`config.mk`:
```
export PLATFORM = sky130hd
export DESIGN_NAME = id_ex_stage
export DESIGN_NICKNAME = d
export VERILOG_FILES = /design/src/rtl/id_ex_stage.sv
export SDC_FILE = /design/constraint.sdc
export NUM_CORES = 1
export LEC_CHECK = 0
export ABC_AREA = 1
export BUFFER_PORTS_ARGS = -buffer_cell sky130_fd_sc_hd__buf_4
export CORE_AREA = 2 2 255 257
export CTS_CLUSTER_SIZE = 25
export DETAILED_ROUTE_END_ITERATION = 6
export DIE_AREA = 0 0 257 259
export PLACE_DENSITY = 0.68
export SKIP_LAST_GASP = 1
export SLEW_MARGIN = 10
export SYNTH_ARGS = -nofsm -noshare
export SYNTH_HDL_FRONTEND = slang
export SYNTH_SLANG_ARGS = --single-unit
```
`constraint.sdc`:
```
create_clock -name clk -period 2.45 [get_ports clk]
set_clock_uncertainty 0.2 [all_clocks]
set_input_delay 0.245 -clock clk [delete_from_list [all_inputs] [get_ports clk]]
set_output_delay 0.245 -clock clk [all_outputs]
set_load 0.05 [all_outputs]
```
`src/rtl/id_ex_stage.sv`:
```
// id_ex_stage: ID/EX pipeline register with 2-entry skid buffer, flush and saturating stall counter
module id_ex_stage #(
    parameter int PAYLOAD_W = 311,
    parameter int CTRL_W    = 8,
    parameter int CNT_W     = 16
) (
    input  logic                 clk,
    input  logic                 rst_n,
    input  logic                 in_valid,
    output logic                 in_ready,
    input  logic [PAYLOAD_W-1:0] in_payload,
    input  logic [CTRL_W-1:0]    in_ctrl,
    output logic                 out_valid,
    input  logic                 out_ready,
    output logic [PAYLOAD_W-1:0] out_payload,
    output logic [CTRL_W-1:0]    out_ctrl,
    input  logic                 flush,
    input  logic                 cnt_clr,
    output logic [CNT_W-1:0]     stall_cnt
);
    typedef enum logic [1:0] {EMPTY, ONE, TWO} state_t;
    state_t                 r_state, w_nxt;
    logic                   r_in_ready;
    logic [PAYLOAD_W-1:0]   r_main_pay, r_skid_pay;
    logic [CTRL_W-1:0]      r_main_ctrl, r_skid_ctrl;
    logic [CNT_W-1:0]       r_cnt;
    logic                   w_acc, w_iss, w_valid;
    assign w_valid = (r_state != EMPTY);
    assign w_acc   = in_valid & r_in_ready;
    assign w_iss   = w_valid & out_ready;
    always_ff @(posedge clk or negedge rst_n) begin
        if (!rst_n) begin
            r_state    <= EMPTY;
            r_in_ready <= 1'b1;
        end else begin
            r_state    <= w_nxt;
            r_in_ready <= (w_nxt != TWO);
        end
    end
    always_comb begin
        w_nxt = r_state;
        if (flush)
            w_nxt = EMPTY;
        else
            case (r_state)
                EMPTY:   w_nxt = w_acc ? ONE : EMPTY;
                ONE:     w_nxt = (w_acc && !w_iss) ? TWO : (!w_acc && w_iss) ? EMPTY : ONE;
                TWO:     w_nxt = w_iss ? ONE : TWO;
                default: w_nxt = EMPTY;
            endcase
    end
    // Payloads hold across flush; only control bits are squashed.
    always_ff @(posedge clk or negedge rst_n) begin
        if (!rst_n) begin
            r_main_pay  <= '0;
            r_main_ctrl <= '0;
            r_skid_pay  <= '0;
            r_skid_ctrl <= '0;
        end else if (flush) begin
            r_main_ctrl <= '0;
            r_skid_ctrl <= '0;
        end else begin
            case (r_state)
                EMPTY: if (w_acc) begin
                    r_main_pay  <= in_payload;
                    r_main_ctrl <= in_ctrl;
                end
                ONE: if (w_acc && w_iss) begin
                    r_main_pay  <= in_payload;
                    r_main_ctrl <= in_ctrl;
                end else if (w_acc) begin
                    r_skid_pay  <= in_payload;
                    r_skid_ctrl <= in_ctrl;
                end else if (w_iss) begin
                    r_main_ctrl <= '0;
                end
                TWO: if (w_iss) begin
                    r_main_pay  <= r_skid_pay;
                    r_main_ctrl <= r_skid_ctrl;
                    r_skid_ctrl <= '0;
                end
                default: ;
            endcase
        end
    end
    always_ff @(posedge clk or negedge rst_n) begin
        if (!rst_n)
            r_cnt <= '0;
        else if (cnt_clr)
            r_cnt <= '0;
        else if (w_valid && !out_ready && r_cnt != {CNT_W{1'b1}})
            r_cnt <= r_cnt + 1'b1;
    end
    always_comb begin
        out_valid   = w_valid;
        in_ready    = r_in_ready;
        out_payload = r_main_pay;
        out_ctrl    = w_valid ? r_main_ctrl : '0;
        stall_cnt   = r_cnt;
    end
endmodule

```
* Word-level counts from Yosys, hierarchy flattened
Cells that the tools add are included.
** Storage, ports and cells
- Flip-flop bits (word level) :: 657
- Bits of input ports :: 325
- Output and inout port bits :: 337
- Word-level logic and storage cells :: 66
** Operators by class
- $add $sub $neg :: 1
- Equality and inequality tests :: 13
- Multiplexer cells :: 23
- Bitwise operators :: 4
- Reductions and logical operators :: 18
** Operators by type and width (count)
- 311-bit two-way mux :: 3
- 311-bit case mux with 3 select lines :: 1
- 8-bit two-way mux :: 9
- 16-bit two-way mux :: 2
- 8-bit case mux with 3 select lines :: 1
- 16-bit by 1-bit adder with 16-bit output (second input constant) :: 1
- 16-bit inequality test (second input constant) :: 1
- 8-bit case mux with 2 select lines :: 1
- 3-bit inequality test (second input constant) :: 4
- 5-bit AND reduction :: 2
- 2-bit inequality test (second input constant) :: 4
- 4-bit inequality test (second input constant) :: 2
- 4-bit AND reduction :: 2
- 2-bit two-way mux :: 3
- 2-bit case mux with 3 select lines :: 1
- 3-bit nonzero test :: 2
- 1-bit logical AND :: 5
- 2-bit nonzero test :: 2
- 4-bit nonzero test :: 1
- 1-bit logical NOT :: 3
- 1-bit AND :: 2
- 2-bit by 1-bit == test with 1-bit output (second input constant) :: 1
- 2-bit == test (second input constant) :: 1
- 2-bit logical NOT :: 1
- other kinds (2) :: 4

* Depth between registers and ports, before layout
- Depth after elaboration :: 8
- Gate-level depth with buffers :: 12
- Depth with buffers taken out :: 11

* Worst setup path before layout
OpenSTA, ideal clock, no wires.
- Path kind :: register to register
- Start point :: register r_cnt[1] (netlist: stall_cnt[1])
- End point :: register r_cnt[8] (netlist: stall_cnt[8])
- Setup time :: 66 ps
- Arrival time :: 1930 ps
- Data required time :: 2184 ps
- Path slack :: 253 ps
- Cell stages (with the launch flop) :: 11
- Path buffers :: 1
- Clock period less this slack :: 2197 ps
- Cells stage by stage :: dfrtp_1 ha_1 nand2_1 nor2_1 nand2_1 nor2_1 o21ai_1 inv_1 buf_4 nand2_1 nand2_1
** Between the ends
- Cells in the longest elaborated chain, start to end :: 3
- Elaborated cells on any way between the ends :: 6
- Those cells by class :: 1 x add/sub; 1 x eq/ne; 2 x mux; 2 x reduce/logical
** Ends and longest elaborated chain
- start, declared :: line 26 : logic [CNT_W-1:0] r_cnt;
- start signal, assigned :: line 92 : r_cnt <= r_cnt + 1'b1;
- 16-bit by 1-bit adder with 16-bit output / 16-bit inequality test (equally long branches) :: line 92, 91
- 16-bit two-way mux / 1-bit logical AND (equally long branches) :: line 91 : else if (w_valid && !out_ready && r_cnt != {CNT_W{1'b1}})
- 16-bit two-way mux / 2-bit nonzero test (equally long branches)
Several ways; a longest one is shown, not always the timed one. The select of a mux whose other input is x is not followed.
A chain may end at the register's enable or synchronous reset.

* Worst setup path after layout
- Start point :: register r_state[1]
- End point :: output out_ctrl[2]
** Between the ends
- Cells in the longest elaborated chain, start to end :: 2
** Ends and longest elaborated chain
- start, declared :: line 22 : state_t r_state, w_nxt;
- start signal, assigned :: line 36 : r_state <= w_nxt;
- 2-bit nonzero test :: line 28 : assign w_valid = (r_state != EMPTY);
- 8-bit two-way mux :: line 98 : out_ctrl = w_valid ? r_main_ctrl : '0;
- end, declared :: line 16 : output logic [CTRL_W-1:0] out_ctrl,
No other way between the ends.

==> flow_summary.yaml <==
placement:
  place_inst: 4707
  port_buffers: 661
  hpwlAfterDp_um: 58930
  dpl-instance-area_um2: 34240
  gp_congestion: 0.8935
route:
  wl_per_cell_um: 16.98
  vias: 25835
  ant_nets: 0
  drt_first_iter_violations: 2030
  via_per_inst: 4.993
  drc: 0
  drtPass1Iterations: 6
  finalWirelength_um: 87880
cts:
  root_buffer: "clkbuf_16"
  numCtsBuffers: 71
  cts_buffer_depth: 3
  htreeDepth: 3
  clkTransAtPathRegs_ns: 0.06
  clk_latency_ns: 0.60
  cts_sinks: 657
  cts_tree: "done"
status:
  status: "completed"
floorplan:
  io_pins: 662
  rows: 93
  die_w_um: 257
  coreArea_um2: 63880
  dieArea_um2: 66560
  die_y_um: 259
  initial_core_util_pct: 44.00
grt:
  track_usage_pct: 25.56
  antenna_found_initial: 9
  grt_pass1_wl_um: 136200
  grt_pass1_vias: 25298
  grt_max_degree: 93
  globalRouteOverflowTotal: 0
power:
  comb_power_share_pct: 35.6
  cellInternalPower_mw: 26.00
  p_sw_mw: 17.06
  clkPwrFrac_pct: 24.9
  p_per_area_nw_per_um2: 1071
  p_leak_nw: 19.95
  power.total_mw: 43.06
  seq_power_share_pct: 39.5
  swShare_pct: 39.61
  ir_drop_mv: 0.7198
job:
  cap_viol_max_count: 0
worst_setup_path:
  path_class: "register to output port"
  path_max_fanout: 10
  crit_required_ns: 2.01
  worst_setup_path_end_kind: "output port"
  critPathLaunchType: "register"
  cp.arrival_ns: 1.93
final_layout:
  final_cell_area_um2: 40200
  register_area_um2: 16440
  layout-area-overhead-vs-synth_pct: 43.03
  layout_common_cells: "buf_4, nor2_1, dfrtp_1"
  final_common_cell: "buf_4"
  multi_input_area_um2: 9261
  fillCellCount: 5127
  fin_cells: 5174
  drive_above_1_share_pct: 20.79
  nNetsFinal: 4595
logic_synthesis:
  syn_nets: 3638
  synth_compound_area_share_pct: 17.08
  yosys_warnings: 0
  ys_seq_elements: 657
  synthAdderAreaFrac_pct: 0.2671
  synth_top_family_by_area: "compound AO/OA/AOI/OAI gates"
  ys_types: 26
  synthSimpleGateAreaFrac_pct: 15.35
  synthMuxAreaShare_pct: 0
  syn_area_um2: 28110
  syn_inst: 3307
  synth_xor_area_share_pct: 0.09348
  syn_avg_cell_area_um2: 8.500
  yosysSeqAreaShare_pct: 58.50
timing:
  fmax_mhz: 420.9
  rsz0062_at_grt: "true"
  worst_pin_slew_ns: 0.5539
  slew_viol_final: 0
  min_period_over_period_pct: 96.97
  whs_ns: 0.2724
  slew_headroom_pct: 63.03
  finalHoldViolations: 0
  setup_viol: 0
  fin_crit_ns: 2.376
hold_path:
  hp-class: "primary input to register"
[worst paths after layout]
path / startpoint / end / slack, ns / cells past startpoint
setup / recovery: r_state[1] / out_ctrl[2] / 0.07 / 5
hold / removal: in_payload[4] / r_skid_pay[4] / 0.27 / 4
setup reg to reg: r_state[1] / out_payload[181] / 0.10 / 12
hold reg to reg: r_skid_pay[255] / r_skid_pay[255] / 0.28 / 2
max in group asynchronous: rst_n / r_skid_pay[99] / 0.74 / 4
min in group asynchronous: rst_n / out_payload[1] / 0.53 / 3
[layout make-up]
type / instances / area share (%)
multi-input combinational: 2089 / 23.04
antenna: 4 / 0.02490
tap: 855 / 2.661
clock buffer: 111 / 5.496
inverter: 349 / 3.258
clock inverter: 13 / 0.3735
timing repair buffer: 1096 / 24.25
sequential: 657 / 40.90
[registers in the layout, indices dropped and copies added, names as in the netlist]
register     count
r_main_ctrl      8
out_payload    311
r_skid_ctrl      8
r_skid_pay     311
in_ready         1
stall_cnt       16
r_state          2
[cell families (layout without fill, tap and decap cells)]
group	count (synthesis)	in the layout
AOI/OAI and AO/OA	957	957
and+or+nand+nor	1123	1123
adders and majority gates	6	6
other	0	4
xor gates and xnor gates	3	3
buffers and inverters	561	1569
DFF	657	657
[timing repair]
| item | CTS | global route |
|---|---|---|
| endpoints found under the setup margin | 2 | 279 |
| hold endpoints to repair | 1092 | 0 |
| resized for setup | 2 | 18 |
| hold buffers | 327 | 0 |
| pin swaps | 0 | 1 |
| cloned | 0 | 7 |
| setup buffers | 0 | 5 |
[cells in the mapped netlist]
cell	instances	area share (%)
nor3_2	1	0.036
nand2_2	1	0.022
o21ai_0	300	5.3
nand4_2	1	0.045
ha_1	6	0.27
buf_2	36	0.64
nand3_2	1	0.036
buf_4	20	0.53
a21oi_1	623	11
dfstp_2	1	0.093
o21bai_1	3	0.080
nand2_1	417	5.6
inv_1	348	4.6
nor2_1	661	8.8
buf_1	4	0.053
or2_2	2	0.045
clkbuf_1	122	1.6
nor2_2	2	0.045
nand3_1	22	0.39
a21boi_0	1	0.027
o21ai_1	30	0.53
nand4_1	15	0.33
xor2_1	3	0.093
buf_6	30	1.2
dfrtp_1	656	58
inv_2	1	0.013
[metal layers]
| layer | GRT usage (%) | vias up | routed length, µm |
|---|---|---|---|
| li1 | - | 12521 | - |
| met1 | 32.21 | 12237 | 35810 |
| met2 | 41.97 | 830 | 42570 |
| met3 | 5.155 | 239 | 5045 |
| met4 | 13.10 | 8 | 4396 |
| met5 | 0 | - | 46 |
[worst max-delay path, stage by stage (launching register included)]
cell and delay (ns):
dfrtp_1 0.40, inv_1 0.08, ha_1 0.21, buf_4 0.19, nor2_2 0.25, buf_6 0.20
[stage by stage]
stage	setup TNS [ns]	util, %	setup WS (ns)
3_5_place_dp	0	53.60	0.04989
2_1_floorplan	0	-	0.2532
4_1_cts	-0.005994	62.44	-0.005994
3_3_place_gp	0	53.60	0.1291
5_1_grt	-2.108	62.93	-0.06839
6_report	0	62.93	0.07423
[power groups by stage]
stage / clock [mW] / sequential, mW / combinational, mW
2_1_floorplan: 0 / 22.1 / 4.21
3_3_place_gp: 0 / 17.0 / 14.4
3_5_place_dp: 0 / 17.0 / 14.7
4_1_cts: 11.0 / 16.9 / 15.2
5_1_grt: 11.4 / 17.4 / 16.4
6_report: 10.7 / 17.0 / 15.3
No activity file was read; power rests on OpenSTA's default activity.
